**src/rtl/complex_int_wb_arbiter_pkg.sv**
```systemverilog
`default_nettype none
// ----------------------------------------------------------------------------
// ComplexWbArbiterTypes: grant encoding and flush-range helper shared by the
// complex-integer writeback arbiter.                              Rev 1.0
// ----------------------------------------------------------------------------
package ComplexWbArbiterTypes;

    // Widest active-list pointer the flush helper accepts; callers zero-extend.
    localparam int AL_PTR_MAX = 16;

    typedef enum logic [1:0] {
        GNT_NONE = 2'd0,
        GNT_MUL  = 2'd1,
        GNT_DIV  = 2'd2
    } grant_t;

    // Half-open [head, tail) on the pointer ring; head == tail is empty.
    // Written as a two-case compare so zero-extension keeps the ring semantics.
    function automatic logic InFlushRange(
        input logic [AL_PTR_MAX-1:0] ptr,
        input logic [AL_PTR_MAX-1:0] head,
        input logic [AL_PTR_MAX-1:0] tail
    );
        if (head <= tail) begin
            return (ptr >= head) && (ptr < tail);
        end
        return (ptr >= head) || (ptr < tail);
    endfunction

endpackage
`default_nettype wire

```
**src/rtl/complex_wb_div_fifo.sv**
```systemverilog
`default_nettype none
// ----------------------------------------------------------------------------
// complex_wb_div_fifo: divider result holding FIFO with per-entry flush clear
// and compaction so the head is always a live entry.              Rev 1.0
// ----------------------------------------------------------------------------
module complex_wb_div_fifo
    import ComplexWbArbiterTypes::*;
#(
    parameter int PAYLOAD_WIDTH = 96,
    parameter int AL_PTR_WIDTH  = 7,
    parameter int DEPTH         = 2
) (
    input  logic                     clk,
    input  logic                     rst,
    input  logic                     to_recovery_phase,
    input  logic                     flush_all_insns,
    input  logic [AL_PTR_WIDTH-1:0]  flush_head_ptr,
    input  logic [AL_PTR_WIDTH-1:0]  flush_tail_ptr,
    input  logic                     push,
    input  logic [PAYLOAD_WIDTH-1:0] push_payload,
    input  logic [AL_PTR_WIDTH-1:0]  push_al_ptr,
    input  logic                     pop,
    output logic                     head_valid,
    output logic [PAYLOAD_WIDTH-1:0] head_payload,
    output logic [AL_PTR_WIDTH-1:0]  head_al_ptr,
    output logic                     ready
);

    typedef struct packed {
        logic                     valid;
        logic [PAYLOAD_WIDTH-1:0] payload;
        logic [AL_PTR_WIDTH-1:0]  al_ptr;
    } entry_t;

    entry_t mem      [DEPTH];
    entry_t kept     [DEPTH];
    entry_t mem_next [DEPTH];
    int     kept_count;
    int     after_pop;

    always_comb begin
        for (int j = 0; j < DEPTH; j++) begin
            kept[j]     = '0;
            mem_next[j] = '0;
        end
        kept_count = 0;

        // Survivors of this cycle's flush, packed toward slot 0 in age order.
        for (int i = 0; i < DEPTH; i++) begin
            if (mem[i].valid && !(to_recovery_phase && (flush_all_insns ||
                    InFlushRange(AL_PTR_MAX'(mem[i].al_ptr),
                                 AL_PTR_MAX'(flush_head_ptr),
                                 AL_PTR_MAX'(flush_tail_ptr))))) begin
                for (int j = 0; j < DEPTH; j++) begin
                    if (j == kept_count) begin
                        kept[j] = mem[i];
                    end
                end
                kept_count = kept_count + 1;
            end
        end

        after_pop = kept_count - (pop ? 1 : 0);

        for (int j = 1; j < DEPTH; j++) begin
            mem_next[j-1] = pop ? kept[j] : kept[j-1];
        end
        mem_next[DEPTH-1] = pop ? '0 : kept[DEPTH-1];

        for (int j = 0; j < DEPTH; j++) begin
            if (push && (j == after_pop)) begin
                mem_next[j] = {1'b1, push_payload, push_al_ptr};
            end
        end
    end

    assign head_valid   = kept[0].valid;
    assign head_payload = kept[0].payload;
    assign head_al_ptr  = kept[0].al_ptr;
    assign ready        = (after_pop < DEPTH);

    always_ff @(posedge clk or posedge rst) begin
        if (rst) begin
            for (int j = 0; j < DEPTH; j++) begin
                mem[j] <= '0;
            end
        end else begin
            for (int j = 0; j < DEPTH; j++) begin
                mem[j] <= mem_next[j];
            end
        end
    end

endmodule
`default_nettype wire

```
**src/rtl/complex_int_wb_arbiter.sv**
```systemverilog
`default_nettype none
// ----------------------------------------------------------------------------
// complex_int_wb_arbiter: shares one writeback slot between the multiplier
// (priority) and buffered divider results. Optional starvation guard is built
// when RSD_COMPLEX_WB_STARVE_GUARD_EN is defined.                  Rev 1.0
// ----------------------------------------------------------------------------
module complex_int_wb_arbiter
    import ComplexWbArbiterTypes::*;
#(
    parameter int PAYLOAD_WIDTH = 96,
    parameter int AL_PTR_WIDTH  = 7,
    parameter int DIV_BUF_DEPTH = 2,
    parameter int STARVE_LIMIT  = 8
) (
    input  logic                     clk,
    input  logic                     rst,
    input  logic                     stall,
    input  logic                     mulValid,
    input  logic [PAYLOAD_WIDTH-1:0] mulPayload,
    input  logic [AL_PTR_WIDTH-1:0]  mulAlPtr,
    input  logic                     divValid,
    input  logic [PAYLOAD_WIDTH-1:0] divPayload,
    input  logic [AL_PTR_WIDTH-1:0]  divAlPtr,
    output logic                     divReady,
    input  logic                     toRecoveryPhase,
    input  logic                     flushAllInsns,
    input  logic [AL_PTR_WIDTH-1:0]  flushHeadPtr,
    input  logic [AL_PTR_WIDTH-1:0]  flushTailPtr,
    output logic                     wbValid,
    output logic [PAYLOAD_WIDTH-1:0] wbPayload,
    output logic [AL_PTR_WIDTH-1:0]  wbAlPtr,
    output logic                     wbFromDiv,
    output logic                     mulHold
);

    if (DIV_BUF_DEPTH < 1 || (DIV_BUF_DEPTH & (DIV_BUF_DEPTH - 1)) != 0 ||
        STARVE_LIMIT < 1 || AL_PTR_WIDTH > AL_PTR_MAX) begin : g_param_check
        $error("complex_int_wb_arbiter: illegal parameter set");
    end

    logic                     mul_flushed;
    logic                     div_flushed;
    logic                     head_valid;
    logic [PAYLOAD_WIDTH-1:0] head_payload;
    logic [AL_PTR_WIDTH-1:0]  head_al_ptr;
    logic                     fifo_ready;
    logic                     pop;
    logic                     push;
    grant_t                   grant;
    logic [PAYLOAD_WIDTH-1:0] sel_payload;
    logic [AL_PTR_WIDTH-1:0]  sel_al_ptr;

    assign mul_flushed = toRecoveryPhase && (flushAllInsns ||
        InFlushRange(AL_PTR_MAX'(mulAlPtr), AL_PTR_MAX'(flushHeadPtr), AL_PTR_MAX'(flushTailPtr)));
    assign div_flushed = toRecoveryPhase && (flushAllInsns ||
        InFlushRange(AL_PTR_MAX'(divAlPtr), AL_PTR_MAX'(flushHeadPtr), AL_PTR_MAX'(flushTailPtr)));

    always_comb begin
        grant       = GNT_NONE;
        pop         = 1'b0;
        sel_payload = mulPayload;
        sel_al_ptr  = mulAlPtr;
        if (!stall) begin
            if (mulValid && !mul_flushed) begin
                grant = GNT_MUL;
            end else if (head_valid) begin
                grant       = GNT_DIV;
                pop         = 1'b1;
                sel_payload = head_payload;
                sel_al_ptr  = head_al_ptr;
            end else if (divValid && !div_flushed) begin
                // Empty FIFO: the arriving divider result bypasses straight out.
                grant       = GNT_DIV;
                sel_payload = divPayload;
                sel_al_ptr  = divAlPtr;
            end
        end
    end

    assign push     = divValid && !div_flushed && fifo_ready && !(grant == GNT_DIV && !pop);
    assign divReady = fifo_ready;

    complex_wb_div_fifo #(
        .PAYLOAD_WIDTH (PAYLOAD_WIDTH),
        .AL_PTR_WIDTH  (AL_PTR_WIDTH),
        .DEPTH         (DIV_BUF_DEPTH)
    ) u_div_fifo (
        .clk               (clk),
        .rst               (rst),
        .to_recovery_phase (toRecoveryPhase),
        .flush_all_insns   (flushAllInsns),
        .flush_head_ptr    (flushHeadPtr),
        .flush_tail_ptr    (flushTailPtr),
        .push              (push),
        .push_payload      (divPayload),
        .push_al_ptr       (divAlPtr),
        .pop               (pop),
        .head_valid        (head_valid),
        .head_payload      (head_payload),
        .head_al_ptr       (head_al_ptr),
        .ready             (fifo_ready)
    );

    always_ff @(posedge clk or posedge rst) begin
        if (rst) begin
            wbValid   <= 1'b0;
            wbFromDiv <= 1'b0;
            wbPayload <= '0;
            wbAlPtr   <= '0;
        end else if (!stall) begin
            wbValid   <= (grant != GNT_NONE);
            wbFromDiv <= (grant == GNT_DIV);
            if (grant != GNT_NONE) begin
                wbPayload <= sel_payload;
                wbAlPtr   <= sel_al_ptr;
            end
        end
    end

`ifdef RSD_COMPLEX_WB_STARVE_GUARD_EN
    localparam int WAIT_W = $clog2(STARVE_LIMIT + 1);

    logic [WAIT_W-1:0] wait_cnt;

    always_ff @(posedge clk or posedge rst) begin
        if (rst) begin
            wait_cnt <= '0;
            mulHold  <= 1'b0;
        end else begin
            if (pop || !head_valid) begin
                wait_cnt <= '0;
            end else if (!stall && grant == GNT_MUL && wait_cnt != WAIT_W'(STARVE_LIMIT)) begin
                wait_cnt <= wait_cnt + 1'b1;
            end
            mulHold <= (wait_cnt == WAIT_W'(STARVE_LIMIT));
        end
    end
`else
    assign mulHold = 1'b0;
`endif

endmodule
`default_nettype wire

```
**config.mk**
```make
export PLATFORM = sky130hd
export DESIGN_NAME = complex_int_wb_arbiter
export DESIGN_NICKNAME = d
export VERILOG_FILES = /design/src/rtl/complex_int_wb_arbiter_pkg.sv /design/src/rtl/complex_wb_div_fifo.sv /design/src/rtl/complex_int_wb_arbiter.sv
export SDC_FILE = /design/constraint.sdc
export NUM_CORES = 1
export LEC_CHECK = 0
export CAP_MARGIN = 20
export CORE_MARGIN = 2
export CORE_UTILIZATION = 46
export CTS_CLUSTER_SIZE = 14
export DETAILED_ROUTE_END_ITERATION = 7
export GPL_TIMING_DRIVEN = 0
export PLACE_DENSITY = 0.84
export SETUP_SLACK_MARGIN = 0.15
export SYNTH_ARGS = -nofsm -noshare
export SYNTH_HDL_FRONTEND = slang
export SYNTH_SLANG_ARGS = --single-unit
```
**constraint.sdc**
```tcl
create_clock -name clk -period 22.5 [get_ports clk]
set_input_delay 2.25 -clock clk [delete_from_list [all_inputs] [get_ports clk]]
set_output_delay 2.25 -clock clk [all_outputs]
set_load 0.02 [all_outputs]
```
Word level (Yosys, flattened, before mapping)
Cells that the tools add are included.

Output and inout bits: 107. Input port bits: 227. Logic and storage cells: 94. Flip-flop bits (word level): 313.

Bitwise logic cells: 1. Equal/unequal tests: 3. $add $sub $neg: 2. Muxes and demuxes: 33. Reduce and logical (&&, ||, !) cells: 35. $lt $le $gt $ge: 10.

Operators by type and width (count): 2-to-1 mux 104 bit (7); 2-to-1 mux 96 bit (3); 2-to-1 mux 208 bit (1); zero test 32 bit (2); equality test 2 x 32 -> 1 bit, first input constant (1); < comparator 32 x 3 -> 1 bit, second input constant (1); 2-to-1 mux 32 bit (1); subtractor 32 bit (1); >= comparator 7 bit (4); < comparator 7 bit (4); 2-to-1 mux 7 bit (3); logical AND 1 bit (17); 2-to-1 mux 1 bit (14); logical OR 1 bit (8); 2-to-1 mux 2 bit (4); <= comparator 7 bit (1); zero test 1 bit (6); adder 1 x 1 -> 2 bit, second input constant (1); equality test 2 bit, second input constant (1); AND reduction 2 bit (1); nonzero test 2 bit (1); equality test 1 bit, first input constant (1); NOT 1 bit (1).

Longest topological paths before layout
Depth after elaboration: 22. Mapped depth: 21. Mapped depth without buffers: 17.

Modules after synthesis
From an unflattened synthesis, not the netlist that was laid out.

Cell total of the unflattened synthesis: 1751. Area, all modules: 17578.1 µm².

Modules (own cells, without submodules): complex_wb_div_fifo (cells each 1049, area an instance 10458.8 µm², sequential area each 5205.0 µm², times used 1); complex_int_wb_arbiter (cells each 702, area an instance 7119.3 µm², sequential area each 2627.5 µm², times used 1).

Least setup slack after synthesis
OpenSTA, ideal clock, no wires.

Path kind: input to output. Start point: in flushTailPtr[4]. End point: out divReady. Setup slack: 15.183 ns. Buffers on the path: 2. Cell stages on the path: 16. Data arrival time: 5.067 ns. Cell sequence: inv_1 > ha_1 > a211oi_1 > nor2_1 > o31a_1 > a32oi_1 > nand4_1 > inv_1 > clkbuf_1 > clkbuf_1 > ha_1 > inv_1 > ha_1 > inv_1 > ha_1 > inv_1.

Word-level cells in the longest chain between the ends: 18. Elaborated cells between the ends (all ways): 42.

Ends and longest elaborated chain: start: declaration (line complex_int_wb_arbiter.sv:28) `input logic [AL_PTR_WIDTH-1:0] flushTailPtr,`; < comparator 7 bit (line complex_int_wb_arbiter_pkg.sv:25, complex_int_wb_arbiter_pkg.sv:27); logical AND 1 bit (line complex_int_wb_arbiter_pkg.sv:25) `return (ptr >= head) && (ptr < tail);`; 2-to-1 mux 1 bit (line complex_int_wb_arbiter_pkg.sv:24) `if (head <= tail) begin`; 2-to-1 mux 1 bit (line complex_int_wb_arbiter_pkg.sv:27) `return (ptr >= head) || (ptr < tail);`; logical OR 1 bit (line complex_wb_div_fifo.sv:50) `if (mem[i].valid && !(to_recovery_phase && (flush_all_insns ||`; logical AND 1 bit (line complex_wb_div_fifo.sv:50); zero test 1 bit (line complex_wb_div_fifo.sv:50); logical AND 1 bit (line complex_wb_div_fifo.sv:50); (+2 left out); 2-to-1 mux 104 bit (line complex_wb_div_fifo.sv:55) `if (j == kept_count) begin`; 2-to-1 mux 208 bit (line complex_wb_div_fifo.sv:50); 2-to-1 mux 1 bit (line complex_int_wb_arbiter.sv:66) `end else if (head_valid) begin`; 2-to-1 mux 1 bit (line complex_int_wb_arbiter.sv:64) `if (mulValid && !mul_flushed) begin`; 2-to-1 mux 1 bit (line complex_int_wb_arbiter.sv:63) `if (!stall) begin`; 2-to-1 mux 1 bit (line complex_wb_div_fifo.sv:63) `after_pop = kept_count - (pop ? 1 : 0);`; subtractor 32 bit * (line complex_wb_div_fifo.sv:63); < comparator 32 x 3 -> 1 bit * (line complex_wb_div_fifo.sv:80) `assign ready = (after_pop < DEPTH);`; end: declaration (line complex_int_wb_arbiter.sv:24) `output logic divReady,`.

Mark *: on every way between the ends. The rest lies on a longest branch, timed or not. The select of a mux whose other input is x is not followed.

Worst setup path in the final report
Ends and elaborated chain as after synthesis.

==> out/metrics.yaml <==
cells_and_area:
  final.fill_count: 2826
  finish.utilization: 0.6114
  regArea_sq_um: 7833
  post_route_cells_drive_above_1_share: 0.1037
  area_of_combinational_cells_with_multiple_inputs_sq_um: 7943
  nets_finish: 2177
  syn2layout_area_growth_pct: 31.05
worst_hold_path:
  min-delay-start: "wbFromDiv"
  hp-class: "flip-flop to flip-flop"
  min_delay_path_depth: 2
  holdPathEnd: "wbFromDiv"
floorplanning:
  core_region_area_sq_um: 35570
  dieHeight_um: 193.9
  floorplan.die.width_um: 193.9
  floorplan.io_pins: 334
  initial_core_util: 0.4665
  die_area_sq_um: 37610
  placement_rows: 69
global_route:
  grt_antenna_before_repair: 4
  vias_in_the_first_global_route: 15490
  grt_start_max_net_pins: 119
  grt.overflow.total: 0
  global_route.usage.total: 0.2979
  grt_pass1_wl_um: 90130
setup_path:
  end_kind: "output port"
  r2r-end: "u_div_fifo.mem[161]"
  critPathMaxFanout: 10
  worst_path_max_delay_cell: "clkdlybuf4s50_1"
  crit_path_max_incr_delay_ns: 0.62
  cpMostUsedCell: "inv_1"
  crit_path_class: "primary input to output port"
  critical_path_buf_inv_count: 9
  cp_top_family: "buffers and inverters"
  crit-reg2reg-launch: "u_div_fifo.mem[2]"
  reg2reg_setup_slack_ns: 16.71
  timing.critical_path.from_type: "primary input"
  cells_along_the_critical_path: "clkdlybuf4s50_1 -> inv_1 -> ha_1 -> a211oi_1 -> nor2_1 -> o31a_1 -> a32oi_1 -> nand4_1 -> inv_1 -> clkbuf_1 -> clkbuf_1 -> ha_1 -> inv_1 -> ha_1 -> inv_1 -> ha_1 -> inv_1 -> clkdlybuf4s50_1"
  reg2regPathDepth: 20
  timing.critical_path.required_ns: 20.25
  timing.critical_path.arrival_ns: 7.34
synth:
  leading_cell_types_by_total_area_after_synthesis: "dfrtp_1 (47%), a221o_1 (6.4%), a32o_1 (6.2%), a22o_1 (5.4%), mux2_2 (4.8%)"
  synth_sequential_area_ratio: 0.4720
  number_of_enable_flip_flop_cells_after_synthesis: 0
  netlist_area_sq_um: 16590
  postSynthRegisterBits: 313
  synth_most_common_cell: "dfrtp_1"
  synth_nets: 1806
  synth_common_cells: "dfrtp_1 (313), a21oi_1 (119), nand3_1 (113), nor2_1 (111), a221o_1 (106)"
  yosys_warnings: 0
  synth-async-reset-ratio: 1.000
  postSynthAreaPerCell_sq_um: 10.95
  synthesis.instances: 1516
  synth_top_cell_by_area: "dfrtp_1"
  synth_top_area_frac: 0.4720
  synth_cell_type_count: 58
  synthFlopType: "dfrtp_1"
drt:
  antenna_violating_nets_post_route: 0
  drt-vias-per-instance: 6.633
  routed_wirelength_um: 57610
  drt_iter0_markers: 1847
  detail_route.first_pass.iterations: 5
  route.detailed.wl_per_inst_um: 24.28
  num_vias: 15740
  detail_route.drc_violations: 0
place:
  post-dp-hpwl_um: 39840
  port_buffers: 332
  place.gp.congestion: 0.9014
sta:
  finalCritPeriodShare: 0.4261
  max-slew-margin-rel: 0.3307
  period_minus_slack_ns: 9.587
  timing.setup.tns_ns: 0
  max_freq_mhz: 104.3
  final_setup_violation_count: 0
  timing_max_transition_violations_final: 0
  fin_skew_ns: 0.01103
  least_margin_pin_slew_ns: 1.004
  final_hold_viol_count: 0
  rsz_0062_raised_after_global_routing: "no"
job:
  drv_cap: 0
status:
  run_status: "completed"
cts:
  htree_levels: 2
  ctsResizeCount: 0
  clockRootBuffer: "clkbuf_16"
  cts.repair_timing.setup_buffer_count: 0
  clock_sinks: 313
  cts.hold.buffers_added: 0
  path_clk_slew_ns: 0.06
  cts_inserted_buffers: 35
  clock_latency_ns: 0.52
  tritoncts: "done"
  clk_path_buf_depth: 3
pwr:
  p_leak_uw: 0.009495
  cell_pwr_density_nw_per_um2: 118.3
  ir_drop_mv: 0.08166
per-layer routing:
layer  routed length (um)  vias up  GRT usage
met5                   28        -          0
met4                 1560        4    0.08558
met3                 5846      121    0.06332
met2                26850     1049     0.4725
met1                23320     7851     0.4137
li1                     -     6715          -
cell usage in the layout (no fill, tap or decap), types with 36 or more instances in the layout:
cell type | synthesis | routed
nor2_1 | 111 | 111
a221o_1 | 106 | 106
clkbuf_16 | 0 | 36
a211oi_1 | 104 | 104
clkbuf_1 | 85 | 91
clkdlybuf4s50_1 | 0 | 332
a21oi_1 | 119 | 119
a32o_1 | 102 | 102
dfrtp_1 | 313 | 313
ha_1 | 63 | 63
mux2_2 | 71 | 71
a22o_1 | 103 | 103
nand3_1 | 113 | 113
buf_2 | 43 | 43
worst min-delay path: cells and delay by family, from the launching register on:
kind / cells / cell delay, ns
flops: 1 / 0.34
simple gates: 2 / 0.12
metrics by stage:
stage	cells	hold slack (ns)	setup slack [ns]	power (uW)	cell area, sq um
detailed placement	2311	0.4816	12.98	1956	20560
finish	2373	0.4930	12.91	2573	21750
floorplan	1516	0.4881	11.59	1497	16590
global route	2373	0.5209	12.73	2690	21750
global placement	2309	0.4772	7.931	1924	20490
CTS	2371	0.4956	12.96	2561	21740
worst max-delay path by stage:
stage | startpoint | endpoint | slack (ns) | cells after the start
final | flushTailPtr[4] | divReady | 12.91 | 18
after CTS | flushTailPtr[4] | divReady | 12.96 | 18
after global placement | rst | u_div_fifo.mem[190] | 7.93 | 2
after floorplan | rst | u_div_fifo.mem[0] | 11.59 | 1
after detailed placement | flushTailPtr[4] | divReady | 12.98 | 18
after global routing | flushTailPtr[4] | divReady | 12.73 | 18
layout make-up:
cell class	count	area share
clock inverters	12	0.008227
clock buffers	48	0.04626
diodes	2	0.0002301
flip-flops and latches	313	0.3602
plain buffers	158	0.03285
well taps	461	0.02652
multi-input cells	1017	0.3652
inverters	28	0.005178
repair buffers	334	0.1553
power breakdown:
group | leakage [uW] | switching [uW] | internal (uW)
clock | 0.000585 | 238 | 360
sequential | 0.00416 | 124 | 738
combinational | 0.00475 | 641 | 472
total | 0.00949 | 1000 | 1570
cells by family (layout without fill, tap and decap cells):
family,count (synthesis),after routing,synth area share
buffers and inverters,186,580,0.04939
other,1,3,0.0002260
multiplexers,104,104,0.07050
flip-flops,313,313,0.4720
AND/OR/NAND/NOR,267,267,0.07517
AO/OA/AOI/OAI,580,580,0.2836
XOR/XNOR,1,1,0.0009804
adder cells (fa/ha/maj),64,64,0.04810
state kept, by name, summed over array words and instances, names as in the netlist:
| signal | count |
|---|---|
| wbPayload | 96 |
| wbAlPtr | 7 |
| u_div_fifo.mem | 208 |
| wbValid | 1 |
| wbFromDiv | 1 |
No activity file was read; power rests on OpenSTA's default activity.
==> patch 1: new RTL, same settings <==
Set the parameter `DIV_BUF_DEPTH` to 1 (it was 2).
--- a/src/rtl/complex_int_wb_arbiter.sv
+++ b/src/rtl/complex_int_wb_arbiter.sv
@@ -9,7 +9,7 @@
 #(
     parameter int PAYLOAD_WIDTH = 96,
     parameter int AL_PTR_WIDTH  = 7,
-    parameter int DIV_BUF_DEPTH = 2,
+    parameter int DIV_BUF_DEPTH = 1,
     parameter int STARVE_LIMIT  = 8
 ) (
     input  logic                     clk,
Function: not settled (the Yosys comparison gave no result); the edit may change what the design does.
==> patch 1 against the original RTL <==
Largest cell class unchanged; sequential cell count shrank 104; register-to-register slack lost 0.26 ns; critical path type unchanged; power shrank 29%; highest routed layer unchanged; core utilization grew 2.3 points; combinational power shrank 21%; final area shrank 22%; worst hold slack gained 0.0059 ns; worst setup slack gained 0.70 ns; synthesized area shrank 25%; wire length shrank 23%; count of clock-buffer cells in the layout shrank 12; clock skew shrank 0.0011 ns.
==> patch 1: results (changes against the original RTL) <==
| Metric | Value |
|---|---|
| Syn Inst Count | 1229 (-19%) |
| Cells on worst reg2reg path | 19 (-5.0%) |
| Most common library cells after synthesis | 209 x dfrtp_1, 146 x a221oi_1, 125 x inv_1 |
| 1st-pass router iterations | 8 (+3) |
| Number of global-route vias before repair | 12400 (-20%) |
| Crit path launch | flushTailPtr[6] |
| Layout cells sized above 1 | 0.0836 (-0.0200) |
| Total number of sequential cells | 209 (-33%) |
| #MultiIn Comb | 758 (-25%) |
| DRT iter0 DRCs | 1152 (-38%) |
| WL final | 44.5 mm (-23%) |
| Post-synth cell types | 44 (-24%) |
| Max incr delay on CP | 0.65 ns (+0.03 ns) |
| Max rail drop VDD | 57.3 uV (-30%) |
| Worst path arrival time | 6.64 ns (-0.70 ns) |
| Synth Area in Adders | 0.0488 (+0.000669) |
| Switching pwr | 0.732 mW (-27%) |
| Sequential area share after synthesis | 0.419 (-0.0534) |
| Launching point of the worst reg2reg path | u_div_fifo.mem[6] |
| Biggest regs | u_div_fifo.mem x104, wbPayload x96, wbAlPtr x7 |
| # fillers | 2099 (-26%) |
| Hpwl dp | 32.2 mm (-19%) |
| Overall Global Routing Usage | 0.304 (+0.00663) |
| Port Buffers | 331 (-0.30%) |
| Die W | 169 um (-13%) |
| Slew headroom | 0.300 (-0.0306) |
| TritonCTS Buffers | 24 (-31%) |
| Synth Area in XOR/XNOR | 0 (-0.000980) |
| Status | complete, no violations |
| Antenna Cells | 0 (-2) |
| Placed instance area | 16300 um^2 (-21%) |
| Sequential Power | 0.565 mW (-34%) |
| Layout Skew | 0.00997 ns (-0.00106 ns) |
[patch 1: changes by cell type in the layout (fill, tap and decap cells not counted), moves of 60 or more]
cell      before  now
a221oi_1       0  146
nand3_1      113    3
a21oi_1      119   10
nor2_1       111    5
dfrtp_1      313  209
a211oi_1     104    1
a21boi_0       0  103
o31ai_1        1  104
a221o_1      106    4
a32o_1       102    0
nand2_1       13  114
inv_1         26  124
mux2_2        71    0
a221oi_2       0   60
[patch 1: worst register-to-register path, stage by stage (launching register included)]
cell and delay [ns]:
dfrtp_1 0.47, ha_1 0.33, and3_1 0.19, a221o_1 0.30
a31o_2 0.25, maj3_1 0.39, a21oi_2 0.54, buf_2 0.48
buf_2 0.31, inv_1 0.11, ha_1 0.20, inv_1 0.07
nand3_1 0.10, or2_2 0.30, o32a_1 0.28, nand2_1 0.13
a21boi_1 0.35, clkbuf_1 0.64, buf_2 0.38, a22o_1 0.18
[patch 1: how the worst min path moves through the flow]
stage,depth (start not counted),start,end
2_1_floorplan,1,u_div_fifo.mem[100],u_div_fifo.mem[100]
3_3_place_gp,1,u_div_fifo.mem[95],u_div_fifo.mem[95]
3_5_place_dp,1,u_div_fifo.mem[37],u_div_fifo.mem[37]
4_1_cts,1,u_div_fifo.mem[39],u_div_fifo.mem[39]
5_1_grt,1,u_div_fifo.mem[36],u_div_fifo.mem[36]
6_report,1,u_div_fifo.mem[36],u_div_fifo.mem[36]
[patch 1: routing by layer]
metal | global-route usage | vias to the layer above | share of wire
met5 | 0 | - | 0.00092
li1 | - | 5484 | -
met2 | 0.505 | 688 | 0.47
met3 | 0.0617 | 128 | 0.088
met4 | 0.119 | 6 | 0.040
met1 | 0.392 | 6120 | 0.40
==> patch 2: new RTL, config.mk and constraints unchanged <==
Without the edit above. Add an input register stage for `divValid`, `divPayload` and `divAlPtr`, without a reset; this delays them by one clock. The other inputs are not delayed to match.
--- a/src/rtl/complex_int_wb_arbiter.sv
+++ b/src/rtl/complex_int_wb_arbiter.sv
@@ -33,6 +33,16 @@
     output logic                     mulHold
 );
 
+    logic divValid_q;
+    logic [PAYLOAD_WIDTH-1:0] divPayload_q;
+    logic [AL_PTR_WIDTH-1:0] divAlPtr_q;
+
+    always_ff @(posedge clk) begin
+        divValid_q   <= divValid;
+        divPayload_q <= divPayload;
+        divAlPtr_q   <= divAlPtr;
+    end
+
     if (DIV_BUF_DEPTH < 1 || (DIV_BUF_DEPTH & (DIV_BUF_DEPTH - 1)) != 0 ||
         STARVE_LIMIT < 1 || AL_PTR_WIDTH > AL_PTR_MAX) begin : g_param_check
         $error("complex_int_wb_arbiter: illegal parameter set");
@@ -53,7 +63,7 @@
     assign mul_flushed = toRecoveryPhase && (flushAllInsns ||
         InFlushRange(AL_PTR_MAX'(mulAlPtr), AL_PTR_MAX'(flushHeadPtr), AL_PTR_MAX'(flushTailPtr)));
     assign div_flushed = toRecoveryPhase && (flushAllInsns ||
-        InFlushRange(AL_PTR_MAX'(divAlPtr), AL_PTR_MAX'(flushHeadPtr), AL_PTR_MAX'(flushTailPtr)));
+        InFlushRange(AL_PTR_MAX'(divAlPtr_q), AL_PTR_MAX'(flushHeadPtr), AL_PTR_MAX'(flushTailPtr)));
 
     always_comb begin
         grant       = GNT_NONE;
@@ -68,16 +78,16 @@
                 pop         = 1'b1;
                 sel_payload = head_payload;
                 sel_al_ptr  = head_al_ptr;
-            end else if (divValid && !div_flushed) begin
+            end else if (divValid_q && !div_flushed) begin
                 // Empty FIFO: the arriving divider result bypasses straight out.
                 grant       = GNT_DIV;
-                sel_payload = divPayload;
-                sel_al_ptr  = divAlPtr;
+                sel_payload = divPayload_q;
+                sel_al_ptr  = divAlPtr_q;
             end
         end
     end
 
-    assign push     = divValid && !div_flushed && fifo_ready && !(grant == GNT_DIV && !pop);
+    assign push     = divValid_q && !div_flushed && fifo_ready && !(grant == GNT_DIV && !pop);
     assign divReady = fifo_ready;
 
     complex_wb_div_fifo #(
@@ -92,8 +102,8 @@
         .flush_head_ptr    (flushHeadPtr),
         .flush_tail_ptr    (flushTailPtr),
         .push              (push),
-        .push_payload      (divPayload),
-        .push_al_ptr       (divAlPtr),
+        .push_payload      (divPayload_q),
+        .push_al_ptr       (divAlPtr_q),
         .pop               (pop),
         .head_valid        (head_valid),
         .head_payload      (head_payload),
Formal check against the unedited RTL: not equivalent (Yosys sat finds a counterexample within 4 cycles, from zero or initial values and one cycle with rst high).
==> patch 2 against the original RTL <==
Worst hold slack better by 0.0098 ns; wire length rose by 7.1%; core utilization decreased by 0.31 points; count of clock-buffer cells in the layout is 13 higher; non-clock buffer count unchanged; largest cell class is now sequential cells; via count up 4.5%; final area rose by 12%; synthesized cell count rose by 6.9%; highest routed layer unchanged; power up 14%; sequential share of layout area is 4.8 points higher; sequential cell count is 104 higher; synthesized area rose by 13%; register-to-register slack got worse by 0.28 ns; worst setup slack got worse by 0.15 ns.
==> patch 2: results (changes against the original RTL) <==
| Metric | Value |
|---|---|
| Signal buffers share of area | 0.169 (-0.0196) |
| # fillers | 3152 (+12%) |
| Total number of vias | 16400 (+4.5%) |
| Layout Skew | 0.0235 ns (+0.0125 ns) |
| Worst Max-Slew Pin Slew | 1.22 ns (+0.216 ns) |
| Htree depth | 2 (unchanged) |
| Worst hold stages | 1 (-1) |
| TritonCTS Buffers | 44 (+26%) |
| Met3 wire length | 5.59 mm (-4.4%) |
| Post-Place Setup Slack | 12.87 ns (-0.110 ns) |
| Reg2reg end | u_div_fifo.mem[45] |
| HP Start | divPayload_q[56] |
| DRT iter0 DRCs | 1771 (-4.1%) |
| Clk Latency, worst-skew pair | 0.57 ns (+0.05 ns) |
| Slowest CP cell | clkbuf_1 |
| WHS | 0.503 ns (+0.00980 ns) |
| Static leakage | 10.5 nW (+11%) |
| Status | complete, no violations |
| Layout cells sized above 1 | 0.108 (+0.00390) |
| Overall Global Routing Usage | 0.288 (-0.00982) |
| Post-synthesis mux area share | 0.0626 (-0.00786) |
| Met1 GRT Util | 0.393 (-0.0206) |
| Top area cells in the synthesized netlist | dfrtp_1 42%, dfxtp_1 11%, a221o_1 5.7%, a32o_1 5.5%, a22o_1 4.8% |
| RD Place Congestion | 0.887 (-1.7%) |
| Fin nets | 2290 (+5.2%) |
| Antenna Cells | 6 (+4) |
| Sequential area share after synthesis | 0.531 (+0.0589) |
| Ys async rst share | 0.751 (-0.249) |
| Antenna violations before repair | 11 (+7) |
| Area fraction in compound gates after synthesis | 0.252 (-0.0316) |
| Hpwl dp | 41.7 mm (+4.7%) |
| Metal-1 WL | 25.3 mm (+8.3%) |
| WHS Endpoint | u_div_fifo.mem[167] |
| Max incr delay on CP | 0.71 ns (+0.09 ns) |
| Synth Area in XOR/XNOR | 0.000871 (-0.000109) |
| Synth Area in Adders | 0.0427 (-0.00536) |
| Met2 routed WL | 28.7 mm (+6.9%) |
| Max rail drop VDD | 71.3 uV (-13%) |
| Clk tree area frac | 0.0636 (+0.00916) |
| Met3 Use GR | 0.0554 (-0.00788) |
| WL final | 61.7 mm (+7.1%) |
| Sequential Power | 1.06 mW (+23%) |
| Sw frac | 0.367 (-0.0223) |
| Post-synth cell types | 59 (+1.7%) |
| Clk sink count | 417 (+33%) |
| Largest net degree at the start of global routing | 117 (-1.7%) |
| Met2 GRT Util | 0.453 (-0.0197) |
| Biggest regs | u_div_fifo.mem x208, divPayload_q x96, wbPayload x96 |
patch 2: changes by cell type in the layout (fill, tap and decap cells not counted), sizes merged:
| cell | before | now |
|---|---|---|
| clkbuf | 133 | 146 |
| bufinv | 4 | 5 |
| clkinv | 7 | 10 |
| clkinvlp | 0 | 5 |
| dfxtp | 0 | 104 |
| diode | 2 | 6 |
patch 2: worst max-delay path by stage:
stage                     slack (ns)       startpoint                end
final                          12.76  flushTailPtr[2]           divReady
after global routing           12.55  flushTailPtr[4]           divReady
after floorplan                11.59              rst  u_div_fifo.mem[0]
after detailed placement       12.87  flushTailPtr[2]           divReady
after global placement          7.80              rst      wbPayload[89]
after CTS                      12.86  flushTailPtr[2]           divReady
patch 2: per-stage QoR:
stage	total power [mW]	utilization	std cells
2_1_floorplan	1.69	-	1620
3_3_place_gp	2.12	0.568	2477
3_5_place_dp	2.15	0.569	2479
4_1_cts	2.93	0.608	2561
5_1_grt	3.06	0.608	2563
6_report	2.94	0.608	2567
